$ cat src/rtl/nco_slot_scheduler_if.sv
// Request/strobe bundle between an NCO slot scheduler and its requester.
// Master = requester / NCO datapath, slave = scheduler.
interface nco_slot_scheduler_if #(
  parameter int V_WIDTH = 3,
  parameter int O_WIDTH = 2
);
  logic               en;
  logic               zero_req;
  logic [V_WIDTH-1:0] zero_vx;
  logic               zero_ack;
  logic               pitch_req;
  logic [V_WIDTH-1:0] pitch_vx;
  logic [O_WIDTH-1:0] pitch_ox;
  logic [23:0]        pitch_in;
  logic               pitch_rdy;
  logic [V_WIDTH-1:0] vx;
  logic [O_WIDTH-1:0] ox;
  logic               slot_stb;
  logic               frame_stb;
  logic               accum_zero;
  logic               pitch_we;
  logic [23:0]        pitch_out;

  modport master (
    output en, zero_req, zero_vx, pitch_req, pitch_vx, pitch_ox, pitch_in,
    input  zero_ack, pitch_rdy, vx, ox, slot_stb, frame_stb, accum_zero,
           pitch_we, pitch_out
  );

  modport slave (
    input  en, zero_req, zero_vx, pitch_req, pitch_vx, pitch_ox, pitch_in,
    output zero_ack, pitch_rdy, vx, ox, slot_stb, frame_stb, accum_zero,
           pitch_we, pitch_out
  );
endinterface

$ cat src/rtl/nco_slot_scheduler.sv
// Time-slot scheduler for a multi-voice NCO bank. Walks (voice, oscillator)
// slots ox-inner / vx-outer, SLOT_CYC cycles each, and delivers queued
// phase-reset and pitch-update requests to the matching slots.
module nco_slot_scheduler #(
  parameter int VOICES   = 8,
  parameter int V_OSC    = 4,
  parameter int V_WIDTH  = 3,
  parameter int O_WIDTH  = 2,
  parameter int SLOT_CYC = 4
) (
  input  logic                 OSC_CLK,
  input  logic                 iRST,
  nco_slot_scheduler_if.slave  bus
);

  localparam int C_WIDTH = $clog2(SLOT_CYC);
  localparam logic [C_WIDTH-1:0] CNT_LAST = C_WIDTH'(SLOT_CYC - 1);
  localparam logic [V_WIDTH-1:0] VX_LAST  = V_WIDTH'(VOICES - 1);
  localparam logic [O_WIDTH-1:0] OX_LAST  = O_WIDTH'(V_OSC - 1);

  // slot position
  logic [C_WIDTH-1:0] cnt_reg, cnt_next;
  logic [V_WIDTH-1:0] vx_reg, vx_next;
  logic [O_WIDTH-1:0] ox_reg, ox_next;
  logic               slot_end;
  logic               slot_stb;

  // phase-reset bookkeeping
  logic [VOICES-1:0]  pend_reg, pend_next;
  logic [VOICES-1:0]  zero_hit, clr_hit;
  logic               pend_sel;
  logic               accum_zero_reg, accum_zero_next;
  logic               zero_ack_reg;

  // pitch holding register
  logic               valid_reg, valid_next;
  logic [V_WIDTH-1:0] hvx_reg;
  logic [O_WIDTH-1:0] hox_reg;
  logic [23:0]        hval_reg;
  logic [23:0]        pitch_out_reg;
  logic               pitch_capture;
  logic               pitch_fire;

  // Last enabled cycle of a slot: the edge that moves to the next slot.
  assign slot_end = bus.en && (cnt_reg == CNT_LAST);
  assign slot_stb = bus.en && (cnt_reg == '0);

  // Next slot position: count within the slot, then step ox, then vx.
  always_comb begin
    cnt_next = cnt_reg;
    vx_next  = vx_reg;
    ox_next  = ox_reg;
    if (bus.en) begin
      if (cnt_reg == CNT_LAST) begin
        cnt_next = '0;
        if (ox_reg == OX_LAST) begin
          ox_next = '0;
          vx_next = (vx_reg == VX_LAST) ? '0 : vx_reg + 1'b1;
        end else begin
          ox_next = ox_reg + 1'b1;
        end
      end else begin
        cnt_next = cnt_reg + 1'b1;
      end
    end
  end

  // Slot counter and index registers.
  always_ff @(posedge OSC_CLK or posedge iRST) begin
    if (iRST) begin
      cnt_reg <= '0;
      vx_reg  <= '0;
      ox_reg  <= '0;
    end else begin
      cnt_reg <= cnt_next;
      vx_reg  <= vx_next;
      ox_reg  <= ox_next;
    end
  end

  // Per-voice pending bit: a new request beats the end-of-voice clear, so a
  // request landing on the clearing edge is served again next frame.
  // Out-of-range voice numbers match no bit and are dropped.
  genvar gi;
  generate
    for (gi = 0; gi < VOICES; gi++) begin : g_pend
      assign zero_hit[gi]  = bus.zero_req && (bus.zero_vx == V_WIDTH'(gi));
      assign clr_hit[gi]   = slot_end && (ox_reg == OX_LAST) && accum_zero_reg &&
                             (vx_reg == V_WIDTH'(gi));
      assign pend_next[gi] = zero_hit[gi] | (pend_reg[gi] & ~clr_hit[gi]);
    end
  endgenerate

  // Pending bit of the voice owning the upcoming slot.
  always_comb begin
    pend_sel = 1'b0;
    for (int i = 0; i < VOICES; i++) begin
      if (vx_next == V_WIDTH'(i)) pend_sel = pend_reg[i];
    end
  end

  // accum_zero is sampled on the edge entering a slot so it is valid from
  // the slot's first cycle and stays constant for the whole slot.
  assign accum_zero_next = slot_end ? pend_sel : accum_zero_reg;

  // Pending bits, phase-reset command and request acknowledge.
  always_ff @(posedge OSC_CLK or posedge iRST) begin
    if (iRST) begin
      pend_reg       <= '0;
      accum_zero_reg <= 1'b0;
      zero_ack_reg   <= 1'b0;
    end else begin
      pend_reg       <= pend_next;
      accum_zero_reg <= accum_zero_next;
      zero_ack_reg   <= bus.zero_req;
    end
  end

  // A held pitch is written in the first cycle of its own slot; capture and
  // fire are mutually exclusive because one needs valid low, the other high.
  assign pitch_capture = bus.pitch_req && !valid_reg;
  assign pitch_fire    = slot_stb && valid_reg &&
                         (hvx_reg == vx_reg) && (hox_reg == ox_reg);

  always_comb begin
    valid_next = valid_reg;
    if (pitch_fire)         valid_next = 1'b0;
    else if (pitch_capture) valid_next = 1'b1;
  end

  // Pitch holding register and last-written pitch value.
  always_ff @(posedge OSC_CLK or posedge iRST) begin
    if (iRST) begin
      valid_reg     <= 1'b0;
      hvx_reg       <= '0;
      hox_reg       <= '0;
      hval_reg      <= '0;
      pitch_out_reg <= '0;
    end else begin
      valid_reg <= valid_next;
      if (pitch_capture) begin
        hvx_reg  <= bus.pitch_vx;
        hox_reg  <= bus.pitch_ox;
        hval_reg <= bus.pitch_in;
      end
      if (pitch_fire) pitch_out_reg <= hval_reg;
    end
  end

  assign bus.vx         = vx_reg;
  assign bus.ox         = ox_reg;
  assign bus.slot_stb   = slot_stb;
  assign bus.frame_stb  = slot_stb && (vx_reg == '0) && (ox_reg == '0);
  assign bus.accum_zero = accum_zero_reg;
  assign bus.zero_ack   = zero_ack_reg;
  assign bus.pitch_rdy  = !valid_reg;
  assign bus.pitch_we   = pitch_fire;
  assign bus.pitch_out  = pitch_fire ? hval_reg : pitch_out_reg;

endmodule
$ cat src/flat_wrapper.sv
// flat-port wrapper written by rule: the top's interface ports become plain ports
module nco_slot_scheduler_flat 
#(
  parameter int VOICES   = 8,
  parameter int V_OSC    = 4,
  parameter int V_WIDTH  = 3,
  parameter int O_WIDTH  = 2,
  parameter int SLOT_CYC = 4
)
  (OSC_CLK, iRST, bus_en, bus_zero_req, bus_zero_vx, bus_pitch_req, bus_pitch_vx, bus_pitch_ox, bus_pitch_in, bus_zero_ack, bus_pitch_rdy, bus_vx, bus_ox, bus_slot_stb, bus_frame_stb, bus_accum_zero, bus_pitch_we, bus_pitch_out);
  nco_slot_scheduler_if #(.V_WIDTH(V_WIDTH), .O_WIDTH(O_WIDTH)) bus_i ();
  input  logic OSC_CLK;
  input  logic iRST;
  input wire logic [$bits(bus_i.en)-1:0] bus_en;
  input wire logic [$bits(bus_i.zero_req)-1:0] bus_zero_req;
  input wire logic [$bits(bus_i.zero_vx)-1:0] bus_zero_vx;
  input wire logic [$bits(bus_i.pitch_req)-1:0] bus_pitch_req;
  input wire logic [$bits(bus_i.pitch_vx)-1:0] bus_pitch_vx;
  input wire logic [$bits(bus_i.pitch_ox)-1:0] bus_pitch_ox;
  input wire logic [$bits(bus_i.pitch_in)-1:0] bus_pitch_in;
  output wire logic [$bits(bus_i.zero_ack)-1:0] bus_zero_ack;
  output wire logic [$bits(bus_i.pitch_rdy)-1:0] bus_pitch_rdy;
  output wire logic [$bits(bus_i.vx)-1:0] bus_vx;
  output wire logic [$bits(bus_i.ox)-1:0] bus_ox;
  output wire logic [$bits(bus_i.slot_stb)-1:0] bus_slot_stb;
  output wire logic [$bits(bus_i.frame_stb)-1:0] bus_frame_stb;
  output wire logic [$bits(bus_i.accum_zero)-1:0] bus_accum_zero;
  output wire logic [$bits(bus_i.pitch_we)-1:0] bus_pitch_we;
  output wire logic [$bits(bus_i.pitch_out)-1:0] bus_pitch_out;
  assign bus_i.en = bus_en;
  assign bus_i.zero_req = bus_zero_req;
  assign bus_i.zero_vx = bus_zero_vx;
  assign bus_i.pitch_req = bus_pitch_req;
  assign bus_i.pitch_vx = bus_pitch_vx;
  assign bus_i.pitch_ox = bus_pitch_ox;
  assign bus_i.pitch_in = bus_pitch_in;
  assign bus_zero_ack = bus_i.zero_ack;
  assign bus_pitch_rdy = bus_i.pitch_rdy;
  assign bus_vx = bus_i.vx;
  assign bus_ox = bus_i.ox;
  assign bus_slot_stb = bus_i.slot_stb;
  assign bus_frame_stb = bus_i.frame_stb;
  assign bus_accum_zero = bus_i.accum_zero;
  assign bus_pitch_we = bus_i.pitch_we;
  assign bus_pitch_out = bus_i.pitch_out;
  nco_slot_scheduler #(.VOICES(VOICES), .V_OSC(V_OSC), .V_WIDTH(V_WIDTH), .O_WIDTH(O_WIDTH), .SLOT_CYC(SLOT_CYC)) u_core (.OSC_CLK(OSC_CLK), .iRST(iRST), .bus(bus_i));
endmodule
$ cat config.mk
export PLATFORM = sky130hd
export DESIGN_NAME = nco_slot_scheduler_flat
export DESIGN_NICKNAME = d
export VERILOG_FILES = /design/src/rtl/nco_slot_scheduler_if.sv /design/src/rtl/nco_slot_scheduler.sv /design/src/flat_wrapper.sv
export SDC_FILE = /design/constraint.sdc
export NUM_CORES = 1
export LEC_CHECK = 0
export CORE_UTILIZATION = 30
export CTS_BUF_LIST = sky130_fd_sc_hd__clkbuf_4 sky130_fd_sc_hd__clkbuf_8 sky130_fd_sc_hd__clkbuf_16
export CTS_CLUSTER_DIAMETER = 60
export DETAILED_ROUTE_END_ITERATION = 10
export PLACE_DENSITY_LB_ADDON = 0.2
export SLEW_MARGIN = 15
export SYNTH_ARGS = -nofsm -noshare
export SYNTH_HDL_FRONTEND = slang
export SYNTH_SLANG_ARGS = --single-unit
export TNS_END_PERCENT = 10
$ cat constraint.sdc
create_clock -name OSC_CLK -period 2.05 [get_ports OSC_CLK]
set_input_delay 0.3075 -clock OSC_CLK [delete_from_list [all_inputs] [get_ports OSC_CLK]]
set_output_delay 0.3075 -clock OSC_CLK [all_outputs]
set_load 0.05 [all_outputs]
==> Yosys cells after proc, flatten, opt, wreduce, memory -nomap -nowiden <==
Index checks and enable logic that the tools add are counted.
{ "word_totals": {"output_inout_bits": 35, "register_bits": 71, "inputBits": 37} }
{ "classes": {"muxes": 17, "reduce_logical": 34, "n_addsub": 3, "eq_ne": 25, "n_bitwise": 24} }
{ "op_table": {"columns": ["cell", "count"], "rows": [
  ["$eq A3 B3 Y1 const B", 12],
  ["$logic_and A1 B1 Y1", 26],
  ["$mux W24", 1],
  ["$eq A3 B2 Y1 const B", 6],
  ["$mux W3", 4],
  ["$mux W1", 10],
  ["$eq A3 B1 Y1 const B", 3],
  ["$logic_not A3 Y1", 3],
  ["$and A1 B1 Y1", 8],
  ["$not A1 Y1", 8],
  ["$or A1 B1 Y1", 8],
  ["$add A2 B1 Y2 const B", 2],
  ["$eq A2 B2 Y1 const B", 2],
  ["$logic_not A2 Y1", 2],
  ["$mux W2", 2],
  ["$add A3 B1 Y3 const B", 1],
  ["$eq A3 B3 Y1", 1],
  ["$eq A2 B2 Y1", 1],
  ["$reduce_and A2 Y1", 1],
  ["$reduce_bool A2 Y1", 1],
  ["$logic_not A1 Y1", 1]
]} }

==> Longest topological paths before layout <==
Gate-level depths: netlist of run 1.
{ "depth": {"depth_word": 14, "depth_mapped": 8, "depth_no_buf": 6} }

==> Least setup slack after synthesis of run 1 <==
OpenSTA, ideal clock, no wires.
{ "synth_timing": {"kind": "reg-to-output", "start": "register u_core.vx_reg[1] (netlist: u_core.bus.vx[1])", "end": "output port bus_pitch_we", "setup_slack_ns": -0.571, "n_path_buf": 1, "t_arrival_ns": 2.314, "stages_incl_launch_ff": 5, "path_cell_list": "dfrtp_1 buf_6 xnor2_1 nand4_1 nor3b_1"} }
{ "synth_between": {"elab_chain_len": 3} }
{ "synth_rtl": {"columns": ["element", "line", "source"], "rows": [
  ["from (decl)", "nco_slot_scheduler.sv:23", "logic [V_WIDTH-1:0] vx_reg, vx_next;"],
  ["from (signal assigned)", "nco_slot_scheduler.sv:76", "vx_reg <= vx_next;"],
  ["$eq A3 B3 Y1", "nco_slot_scheduler.sv:123", "(hvx_reg == vx_reg) && (hox_reg == ox_reg);"],
  ["$logic_and A1 B1 Y1", "nco_slot_scheduler.sv:122", "assign pitch_fire = slot_stb && valid_reg &&"],
  ["$logic_and A1 B1 Y1", "nco_slot_scheduler.sv:123", null],
  ["to (decl)", "flat_wrapper.sv:28", "output wire logic [$bits(bus_i.pitch_we)-1:0] bus_pitch_we;"]
]} }
No other way between the ends.

==> Worst setup path after layout of run 1 <==
{ "layout_timing": {"start": "register u_core.cnt_reg[0]", "end": "output port bus_pitch_out[4]"} }
{ "layout_between": {"elab_chain_len": 6} }
{ "layout_rtl": {"columns": ["element", "line", "source"], "rows": [
  ["from (decl)", "nco_slot_scheduler.sv:22", "logic [C_WIDTH-1:0] cnt_reg, cnt_next;"],
  ["from (signal assigned)", "nco_slot_scheduler.sv:75", "cnt_reg <= cnt_next;"],
  ["$logic_not A2 Y1", "nco_slot_scheduler.sv:46", "assign slot_stb = bus.en && (cnt_reg == '0);"],
  ["$logic_and A1 B1 Y1", "nco_slot_scheduler.sv:46", null],
  ["$logic_and A1 B1 Y1 (2 in a row)", "nco_slot_scheduler.sv:122", null],
  ["$logic_and A1 B1 Y1", "nco_slot_scheduler.sv:123", null],
  ["$mux W24", "nco_slot_scheduler.sv:158", "assign bus.pitch_out = pitch_fire ? hval_reg : pitch_out_reg;"],
  ["to (decl)", "flat_wrapper.sv:29", "output wire logic [$bits(bus_i.pitch_out)-1:0] bus_pitch_out;"]
]} }
No other way between the ends.

==> out/metrics.yaml, run 1 <==
timing:
  fmax_mhz: 399
  setup_violations: 24
  skew_ns: 0.00811
  rsz0062_at_grt: "yes"
  tightest_slew_ns: 0.522
  period_needed_ns: 2.51
  finalMaxSlewViolations: 0
  fin_crit_sh_pct: 122
  max_slew_margin_pct: 65.1
  fin_ws_ns: -0.457
  finalHoldViolCount: 0
place:
  io_buffers: 71
  place_inst: 441
  pre_cts_slack_ns: -0.360
  dp_hpwl_um: 4670
  gp_routability_congestion: 0.783
synth:
  yosysSeqAreaShare_pct: 55.8
  yosysTopAreaCell: "dfrtp_1"
  ys_seq_elements: 71
  synth_cell_types: 32
  synth_area_per_cell_um2: 14.2
  synth_nets: 272
  synth_top_area_share_pct: 55.8
  syn-cell-area_mm2: 0.00319
  postSynthCellCount: 225
  synthTopCellsByArea: "dfrtp_1 56%, mux2_2 12%, mux2_4 9.4%, ha_1 3.9%, nand2_1 2.2%"
  yosys_warnings: 0
clocking:
  cts_inserted_buffers: 9
  post_cts_resized: 4
  cts-hold-fix-buffers: 0
  numClockSinks: 71
  post_cts_buffers: 0
  h-tree-depth: 3
  cts_tree: "done"
  clock-root-buffer: "clkbuf_8"
  clk_path_buf_depth: 2
  clkSlewWorstSetupHoldPaths_ns: 0.08
  insertion_delay_ns: 0.34
critical_path:
  worst_path_max_delay_cell: "dfrtp_1"
  crit_required_ns: 1.74
  cp_slowest_stage_delay_ns: 0.39
  critPathKind: "reg -> out"
  critPathLaunchType: "flop"
  cp_num_buf_inv: 3
  cp_common_cell: "buf_12"
  endpoint_kind: "primary output"
  crit_arrival_ns: 2.20
  path_cells: "inv_2, ha_1, and2_4, nand2_2, or3b_4, buf_12, mux2_4, buf_12"
  crit_fanout: 24
  cp_top_family: "simple AND/OR/NAND/NOR gates"
global_route:
  first_global_vias: 2166
  grt_pass1_wl_um: 10900
  grt_start_max_net_pins: 41
  track_usage_pct: 13.1
  grt_overflow: 0
  antenna_found_initial: 0
routing:
  drc_errors: 0
  wl_per_cell_um: 14.6
  vias: 2027
  wl_met1_um: 3320
  postRouteWirelength_um: 6680
  routed-wl-met2_um: 2940
  drt-pass1-iter-count: 4
  post_drt_via_cell_ratio: 4.44
  top_layer_used: "met4"
  ant_nets: 0
  drt_iter0_drc: 52
  wl_met3_um: 353
power_and_ir_drop:
  power_density_mw_per_mm2: 1580
  switching_share_pct: 38.7
  p_int_uw: 4530
  combPwrFrac_pct: 55.1
  peakVddDrop_v: 0.000847
  pwr-share-seq_pct: 30.9
  pwr-share-clk_pct: 14.0
  p_leak_uw: 0.00211
  p_switching_uw: 2860
layout:
  fin_nets: 363
  final_common_cell: "dfrtp_1"
  final_cells: 457
  diodes: 0
  utilization_pct: 45.4
  syn2layout_area_growth_pct: 47.1
  layout_common_cells: "66 x dfrtp_1, 41 x clkdlybuf4s50_1, 34 x mux2_2, 31 x buf_12, 20 x mux2_4"
  layout-drive-gt1-share_pct: 42.7
die:
  ios: 72
  core_mm2: 0.0103
  rows: 37
  dieWidth_um: 105
  die_h_um: 105
  dieArea_mm2: 0.0110
  initial_utilization_pct: 30.9
outcome:
  status: "finished, violations left"
  violations: "negative setup slack"
worst_hold_path:
  hp-class: "in -> async"
job:
  cap_violations: 0
metrics by stage:
stage	hold slack [ns]	cell area [µm²]	total power (µW)	setup TNS, ns
floorplan	0.339	3210	4610	-3.51
global placement	0.486	4460	6290	-8.35
detailed placement	0.496	4460	6340	-8.69
CTS	0.360	4640	7430	-11.73
global route	0.368	4680	7800	-12.76
finish	0.381	4680	7390	-10.51
worst register-to-register path: cells and delay by family, from the launching register on:
family                     cells  cell delay [ns]
DFF                            1             0.42
and+or+nand+nor                1             0.10
AOI/OAI and AO/OA              1             0.09
adders and majority gates      2             0.49
buffers and inverters          2             0.25
muxes                          1             0.50
synthesized netlist by cell type:
| master | number |
|---|---|
| nor3b_1 | 1 |
| nand2_1 | 19 |
| mux2_4 | 20 |
| a32oi_1 | 1 |
| buf_12 | 2 |
| dfrtp_1 | 71 |
| and2_1 | 2 |
| inv_1 | 13 |
| mux2_2 | 34 |
| nand3_1 | 2 |
| nand4_1 | 2 |
| mux2i_1 | 2 |
| o2111ai_1 | 1 |
| xnor2_1 | 5 |
| o211ai_1 | 1 |
| o2bb2ai_1 | 6 |
| and2_4 | 1 |
| buf_2 | 1 |
| nor2b_1 | 1 |
| nor2_1 | 6 |
| or3b_1 | 1 |
| ha_1 | 10 |
| and4_2 | 2 |
| or3_1 | 1 |
| nand2_2 | 1 |
| a21oi_1 | 1 |
| buf_1 | 2 |
| o21ai_0 | 5 |
| buf_6 | 2 |
| mux4_2 | 3 |
| a32o_1 | 2 |
| nand2b_1 | 4 |
power groups by stage:
stage | logic [µW] | registers [µW] | clock network (µW)
detailed placement | 4040 | 2300 | 0
global placement | 4000 | 2280 | 0
finish | 4070 | 2280 | 1040
CTS | 4060 | 2270 | 1090
global route | 4300 | 2350 | 1150
floorplan | 2170 | 2440 | 0
layer usage:
| layer | track usage, % | vias up |
|---|---|---|
| li1 | - | 962 |
| met1 | 17.6 | 1000 |
| met2 | 19.5 | 58 |
| met3 | 4.93 | 7 |
| met4 | 3.92 | 0 |
| met5 | 0 | - |
final cells by class:
cell class              instances  area, µm²
well taps                     136        170
flip-flops and latches         71       1780
fillers                       933       5640
multi-input cells             134       1340
clock inverters                 6       42.5
inverters                      13       52.6
repair buffers                 87       1150
clock buffers                  10        138
cells by family (layout without fill, tap and decap cells):
group / count (synthesis) / in the layout / share of synthesized area [%]
XOR/XNOR: 5 / 5 / 1.37
flip-flops: 71 / 71 / 55.8
buffers and inverters: 20 / 116 / 3.89
adder cells (fa/ha/maj): 10 / 10 / 3.93
AO/OA/AOI/OAI: 17 / 17 / 4.01
AND/OR/NAND/NOR: 43 / 43 / 6.83
multiplexers: 59 / 59 / 24.2
path summary, 6_finish.rpt:
kind / startpoint / endpoint / slack, ns / cells past startpoint
max: u_core.cnt_reg[0]$_DFFE_PP0P_ / bus_pitch_out[4] / -0.46 / 8
min reg2reg: u_core.hval_reg[10]$_DFFE_PP0P_ / u_core.hval_reg[10]$_DFFE_PP0P_ / 0.51 / 1
min: iRST / u_core.pitch_out_reg[12]$_DFF_PP0_ / 0.38 / 3
max reg2reg: u_core.bus.vx[0]$_DFF_PP0_ / u_core.bus.accum_zero$_DFFE_PP0P_ / 0.09 / 7
min in group OSC_CLK: u_core.hval_reg[10]$_DFFE_PP0P_ / u_core.hval_reg[10]$_DFFE_PP0P_ / 0.51 / 1
max in group asynchronous: iRST / u_core.bus.vx[0]$_DFF_PP0_ / 1.42 / 3
Power figures use the tool's default switching activity.
==> inputs of run 2 (changes only) <==
- MAX_ROUTING_LAYER: default -> met4
==> run 2 against run 1 <==
Effect of this change: the flow still finishes with violations (negative setup slack); global-route usage is 0.39 points higher; routed wire length up 0.34%; sequential power about the same; register-to-register slack is essentially flat; critical path depth stayed put; clock skew is essentially flat; die area is the same; combinational power about the same; total power barely moved; utilization is the same; design area unchanged; cell count unchanged; critical path type unchanged.
==> out/metrics.yaml, run 2 (synthesized netlist as in run 1, its figures left out) <==
place:
  io_buffers: 71  # unchanged
  dp_hpwl_um: 4670  # unchanged
  gp_routability_congestion: 0.793  # +1.4%
  pre_cts_slack_ns: -0.360  # unchanged
  place_area_mm2: 0.00446  # unchanged
  place_inst: 441  # unchanged
critical_path:
  crit_start: "u_core.cnt_reg[0]$_DFFE_PP0P_"
  cp_num_buf_inv: 3  # unchanged
  cp_slowest_stage_delay_ns: 0.39  # about the same
  path_cells: "inv_2, ha_1, and2_4, nand2_2, or3b_4, buf_12, mux2_4, buf_12"
  crit_required_ns: 1.74  # about the same
  critPathKind: "reg -> out"
  crit_arrival_ns: 2.20  # about the same
  worst_path_max_delay_cell: "dfrtp_1"
  crit_fanout: 24  # unchanged
  critPathLaunchType: "flop"
  endpoint_kind: "primary output"
  cp_common_cell: "buf_12"
  rr_startpoint: "u_core.bus.vx[0]$_DFF_PP0_"
  cp_top_family: "simple AND/OR/NAND/NOR gates"
worst_hold_path:
  hp-class: "in -> async"
global_route:
  track_usage_pct: 13.5  # +0.39 points
  antenna_found_initial: 0  # unchanged
  grt_start_max_net_pins: 41  # unchanged
  first_global_vias: 2162  # -0.18%
  grt_pass1_wl_um: 10900  # +0.12%
  grt_overflow: 0  # unchanged
timing:
  skew_ns: 0.00861  # +0.000499 ns
  tightest_slew_ns: 0.522  # +0.0000411 ns
  finalHoldViolCount: 0  # unchanged
  max_slew_margin_pct: 65.1  # about the same
  finalMaxSlewViolations: 0  # unchanged
  setup_violations: 24  # unchanged
  period_needed_ns: 2.51  # +0.00423 ns
  fmax_mhz: 398  # -0.17%
  fin_ws_ns: -0.461  # -0.00423 ns
  rsz0062_at_grt: "yes"
  fin_crit_sh_pct: 123  # +0.21 points
die:
  core_mm2: 0.0103  # unchanged
  dieArea_mm2: 0.0110  # unchanged
  die_h_um: 105  # unchanged
  ios: 72  # unchanged
  initial_utilization_pct: 30.9  # unchanged
  dieWidth_um: 105  # unchanged
  rows: 37  # unchanged
clocking:
  clkSlewWorstSetupHoldPaths_ns: 0.08  # about the same
  insertion_delay_ns: 0.35  # about the same
  numClockSinks: 71  # unchanged
  clock-root-buffer: "clkbuf_8"
  cts_tree: "done"
  clk_path_buf_depth: 2  # unchanged
  h-tree-depth: 3  # unchanged
  cts_inserted_buffers: 9  # unchanged
routing:
  ant_nets: 0  # unchanged
  drt-pass1-iter-count: 4  # unchanged
  wl_per_cell_um: 14.7  # +0.34%
  drc_errors: 0  # unchanged
  postRouteWirelength_um: 6700  # +0.34%
  drt_iter0_drc: 53  # +1.9%
  vias: 2053  # +1.3%
  post_drt_via_cell_ratio: 4.49  # +1.3%
job:
  cap_violations: 0  # unchanged
layout:
  layout_common_cells: "66 x dfrtp_1, 41 x clkdlybuf4s50_1, 34 x mux2_2, 31 x buf_12, 20 x mux2_4"
  diodes: 0  # unchanged
  fin_nets: 363  # unchanged
  final_cells: 457  # unchanged
  utilization_pct: 45.4  # unchanged
  layout-drive-gt1-share_pct: 42.7  # unchanged
  final_common_cell: "dfrtp_1"
  syn2layout_area_growth_pct: 47.1  # unchanged
  finish.instance_area_mm2: 0.00468  # unchanged
power_and_ir_drop:
  finalPower_uw: 7390  # about the same
  p_leak_uw: 0.00211  # unchanged
  peakVddDrop_v: 0.000848  # +0.17%
  power_density_mw_per_mm2: 1580  # about the same
outcome:
  status: "finished, violations left"
  violations: "negative setup slack"
[run 2: cell counts in the layout (fill, tap and decap cells not counted)]
Identical to the previous run, type by type.
[run 2: where the power goes]
part | leakage [µW] | internal, µW | switching, µW
Combinational | 0.00116 | 2060 | 2010
Clock | 0.0000891 | 476 | 557
Sequential | 0.000866 | 1990 | 289
[run 2: path summary, 6_finish.rpt]
kind / endpoint / slack (ns) / cells after the start
max in group asynchronous: u_core.bus.vx[0]$_DFF_PP0_ / 1.42 / 3
max: bus_pitch_out[4] / -0.46 / 8
min: u_core.pitch_out_reg[12]$_DFF_PP0_ / 0.38 / 3
max reg2reg: u_core.bus.accum_zero$_DFFE_PP0P_ / 0.08 / 7
min in group OSC_CLK: u_core.hval_reg[2]$_DFFE_PP0P_ / 0.51 / 1
min reg2reg: u_core.hval_reg[2]$_DFFE_PP0P_ / 0.51 / 1
[run 2: layout make-up]
type                       count  area (µm²)
clock buffer                  10         138
clock inverter                 6        42.5
fill                         933        5640
inverter                      13        52.6
multi-input combinational    134        1340
sequential                    71        1780
tap                          136         170
timing repair buffer          87        1150
[run 2: repair_timing]
action	4_1_cts	5_1_grt
setup endpoints to repair	26	29
gates resized for setup	4	9
setup buffers	0	0
hold buffers	0	0
[run 2: metal layers]
metal	vias to the layer above	global-route usage (%)	share of wire (%)	wire length, µm
li1	962	-	-	-
met1	1017	17.7	49	3300
met2	66	19.5	45	2990
met3	8	4.87	5.3	355
met4	0	3.92	0.82	55
met5	-	-	0	0
[run 2: tightest hold or removal path: stages]
cell and delay (ns):
clkdlybuf4s50_1 0.44, clkinvlp_4 0.13, buf_12 0.21
[run 2: metrics by stage]
| step | hold WS [ns] | TNS (ns) |
|---|---|---|
| 2_1_floorplan | 0.339 | -3.51 |
| 3_3_place_gp | 0.486 | -8.35 |
| 3_5_place_dp | 0.496 | -8.69 |
| 4_1_cts | 0.360 | -11.73 |
| 5_1_grt | 0.369 | -12.76 |
| 6_report | 0.381 | -10.60 |
==> inputs of run 3 (changes only) <==
- CAP_MARGIN: default -> 5
- GPL_TIMING_DRIVEN: default -> 0
==> run 3 against run 2 <==
Effect of this change: the run still ends with negative setup slack left; total power down 4.9%; highest routed layer unchanged; die area unchanged; global-route usage down 0.31 points; non-clock buffer count is 1 higher; sequential share of layout area is 1.6 points higher; combinational power shrank 15%; utilization is 1.9 points lower; critical path type unchanged; first-iteration DRC count down 23%; cell count rose by 0.22%; count of clock-buffer cells in the layout did not move.
==> out/metrics.yaml, run 3 (synthesized netlist as in run 1, its figures left out) <==
outcome:
  status: "finished, violations left"
  violations: "negative setup slack"
timing:
  fin_crit_sh_pct: 127  # +4.2 points
  rsz0062_at_grt: "yes"
  finalHoldViolCount: 0  # unchanged
  setup_tns_ns: -12.77  # -2.16 ns
  fmax_mhz: 385  # -3.3%
  max_slew_margin_pct: 59.7  # -5.4 points
  tightest_slew_ns: 0.605  # +0.0830 ns
  whs_ns: 0.332  # -0.0486 ns
  period_needed_ns: 2.60  # +0.0853 ns
  skew_ns: 0.0102  # +0.00160 ns
  setup_violations: 24  # unchanged
  fin_ws_ns: -0.547  # -0.0853 ns
  finalMaxSlewViolations: 0  # unchanged
critical_path:
  critPathKind: "reg -> out"
  setup.worst_path.end: "bus_pitch_out[18]"
  endpoint_kind: "primary output"
  reg2reg_slack_ns: 0.03  # -0.05 ns
  critPathLaunchType: "flop"
  crit_arrival_ns: 2.29  # +0.09 ns
  r2r_end: "u_core.bus.accum_zero$_DFFE_PP0P_"
  crit_start: "u_core.cnt_reg[0]$_DFFE_PP0P_"
  crit_fanout: 10  # -58%
  r2r_cells: 8  # +1
  rr_startpoint: "u_core.bus.vx[0]$_DFF_PP0_"
  crit_required_ns: 1.74  # about the same
routing:
  drt_iter0_drc: 41  # -23%
  postRouteWirelength_um: 6590  # -1.7%
  wl_per_cell_um: 14.4  # -1.9%
  vias: 2066  # +0.63%
  drt-pass1-iter-count: 4  # unchanged
  post_drt_via_cell_ratio: 4.51  # +0.41%
  drc_errors: 0  # unchanged
  ant_nets: 0  # unchanged
global_route:
  grt_start_max_net_pins: 27  # -34%
  antenna_found_initial: 0  # unchanged
  first_global_vias: 2122  # -1.9%
  grt_overflow: 0  # unchanged
  grt_pass1_wl_um: 10900  # -0.50%
  track_usage_pct: 13.2  # -0.31 points
die:
  core_mm2: 0.0103  # unchanged
  ios: 72  # unchanged
  dieWidth_um: 105  # unchanged
  initial_utilization_pct: 30.9  # unchanged
  dieArea_mm2: 0.0110  # unchanged
  die_h_um: 105  # unchanged
  rows: 37  # unchanged
place:
  io_buffers: 71  # unchanged
  gp_routability_congestion: 0.852  # +7.4%
  dp_hpwl_um: 4690  # +0.35%
clocking:
  clkSlewWorstSetupHoldPaths_ns: 0.08  # about the same
  h-tree-depth: 3  # unchanged
  clock-root-buffer: "clkbuf_8"
  cts-hold-fix-buffers: 0  # unchanged
  clk_path_buf_depth: 2  # unchanged
  cts_inserted_buffers: 9  # unchanged
  numClockSinks: 71  # unchanged
  cts_tree: "done"
  insertion_delay_ns: 0.34  # about the same
layout:
  fin_nets: 364  # +0.28%
  utilization_pct: 43.5  # -1.9 points
  layout-drive-gt1-share_pct: 41.9  # -0.75 points
  diodes: 0  # unchanged
  final_common_cell: "dfrtp_1"
  layout_common_cells: "66 x dfrtp_1, 41 x clkdlybuf4s50_1, 34 x mux2_2, 25 x buf_6, 20 x mux2_4"
  syn2layout_area_growth_pct: 41.0
power_and_ir_drop:
  combPwrFrac_pct: 49.2  # -5.9 points
  p_switching_uw: 2750  # -3.9%
  pwr-share-seq_pct: 32.6  # +1.7 points
  p_leak_uw: 0.00207  # -2.2%
  switching_share_pct: 39.1  # +0.42 points
  power_density_mw_per_mm2: 1560  # -0.81%
  pwr-share-clk_pct: 18.2  # +4.2 points
  peakVddDrop_v: 0.000662  # -22%
  p_int_uw: 4280  # -5.6%
worst_hold_path:
  hp-class: "in -> reg"
job:
  cap_violations: 0  # unchanged
## run 3: changes by cell type in the layout (fill, tap and decap cells not counted), sizes merged
cell,previous run,this run
buf,43,41
bufinv,0,2
clkbuf,10,13
clkinv,2,1
inv,14,13
## run 3: worst min-delay path by stage
| stage | startpoint | end | slack [ns] | cells past startpoint |
|---|---|---|---|---|
| finish | bus_en | u_core.cnt_reg[1]$_DFFE_PP0P_ | 0.33 | 2 |
| global route | iRST | u_core.hval_reg[23]$_DFFE_PP0P_ | 0.37 | 2 |
| CTS | iRST | u_core.hval_reg[23]$_DFFE_PP0P_ | 0.35 | 2 |
| detailed placement | u_core.pitch_out_reg[4]$_DFF_PP0_ | u_core.pitch_out_reg[4]$_DFF_PP0_ | 0.48 | 1 |
| global placement | u_core.pitch_out_reg[15]$_DFF_PP0_ | u_core.pitch_out_reg[15]$_DFF_PP0_ | 0.48 | 1 |
| floorplan | bus_zero_req | u_core.bus.zero_ack$_DFF_PP0_ | 0.34 | 0 |
## run 3: per-stage QoR
step / std cells / total power (µW) / setup slack [ns] / instance area [µm²]
after floorplan: 225 / 4610 / -0.161 / 3210
after global routing: 458 / 7410 / -0.630 / 4490
after global placement: 432 / 5490 / -1.14 / 4090
after detailed placement: 434 / 5540 / -1.14 / 4130
final: 458 / 7020 / -0.547 / 4490
after CTS: 455 / 7050 / -0.589 / 4440
## run 3: power groups by stage
stage                     logic [µW]  registers, µW  clock network (µW)
final                           3450           2290                1280
after global routing            3660           2360                1380
after floorplan                 2170           2440                   0
after detailed placement        3190           2350                   0
after global placement          3160           2330                   0
after CTS                       3430           2280                1330
## run 3: routing by layer
metal	track usage, %	up-vias	share of wire, %
li1	-	967	-
met1	17.6	1033	50
met2	19.3	55	45
met3	2.93	11	4.0
met4	5.43	0	1.5
met5	-	-	0
## run 3: layout make-up
class | instances | area (µm²)
fillers | 977 | 5830
multi-input cells | 134 | 1330
plain buffers | 7 | 76.3
clock buffers | 10 | 138
well taps | 136 | 170
repair buffers | 81 | 846
clock inverters | 6 | 92.6
inverters | 13 | 52.6
flip-flops and latches | 71 | 1780
## run 3: timing repair
item	CTS	global route
gates resized for setup	186	11
setup endpoints to repair	27	39
pin swaps	0	2
buffers inserted	5	3
## run 3: critical path: stages, from the launching register on
cell     delay (ns)
dfrtp_1        0.39
inv_1          0.08
ha_1           0.14
and2_4         0.15
nand2_2        0.06
or3b_4         0.37
buf_6          0.14
buf_12         0.15
mux2_4         0.31
buf_8          0.15
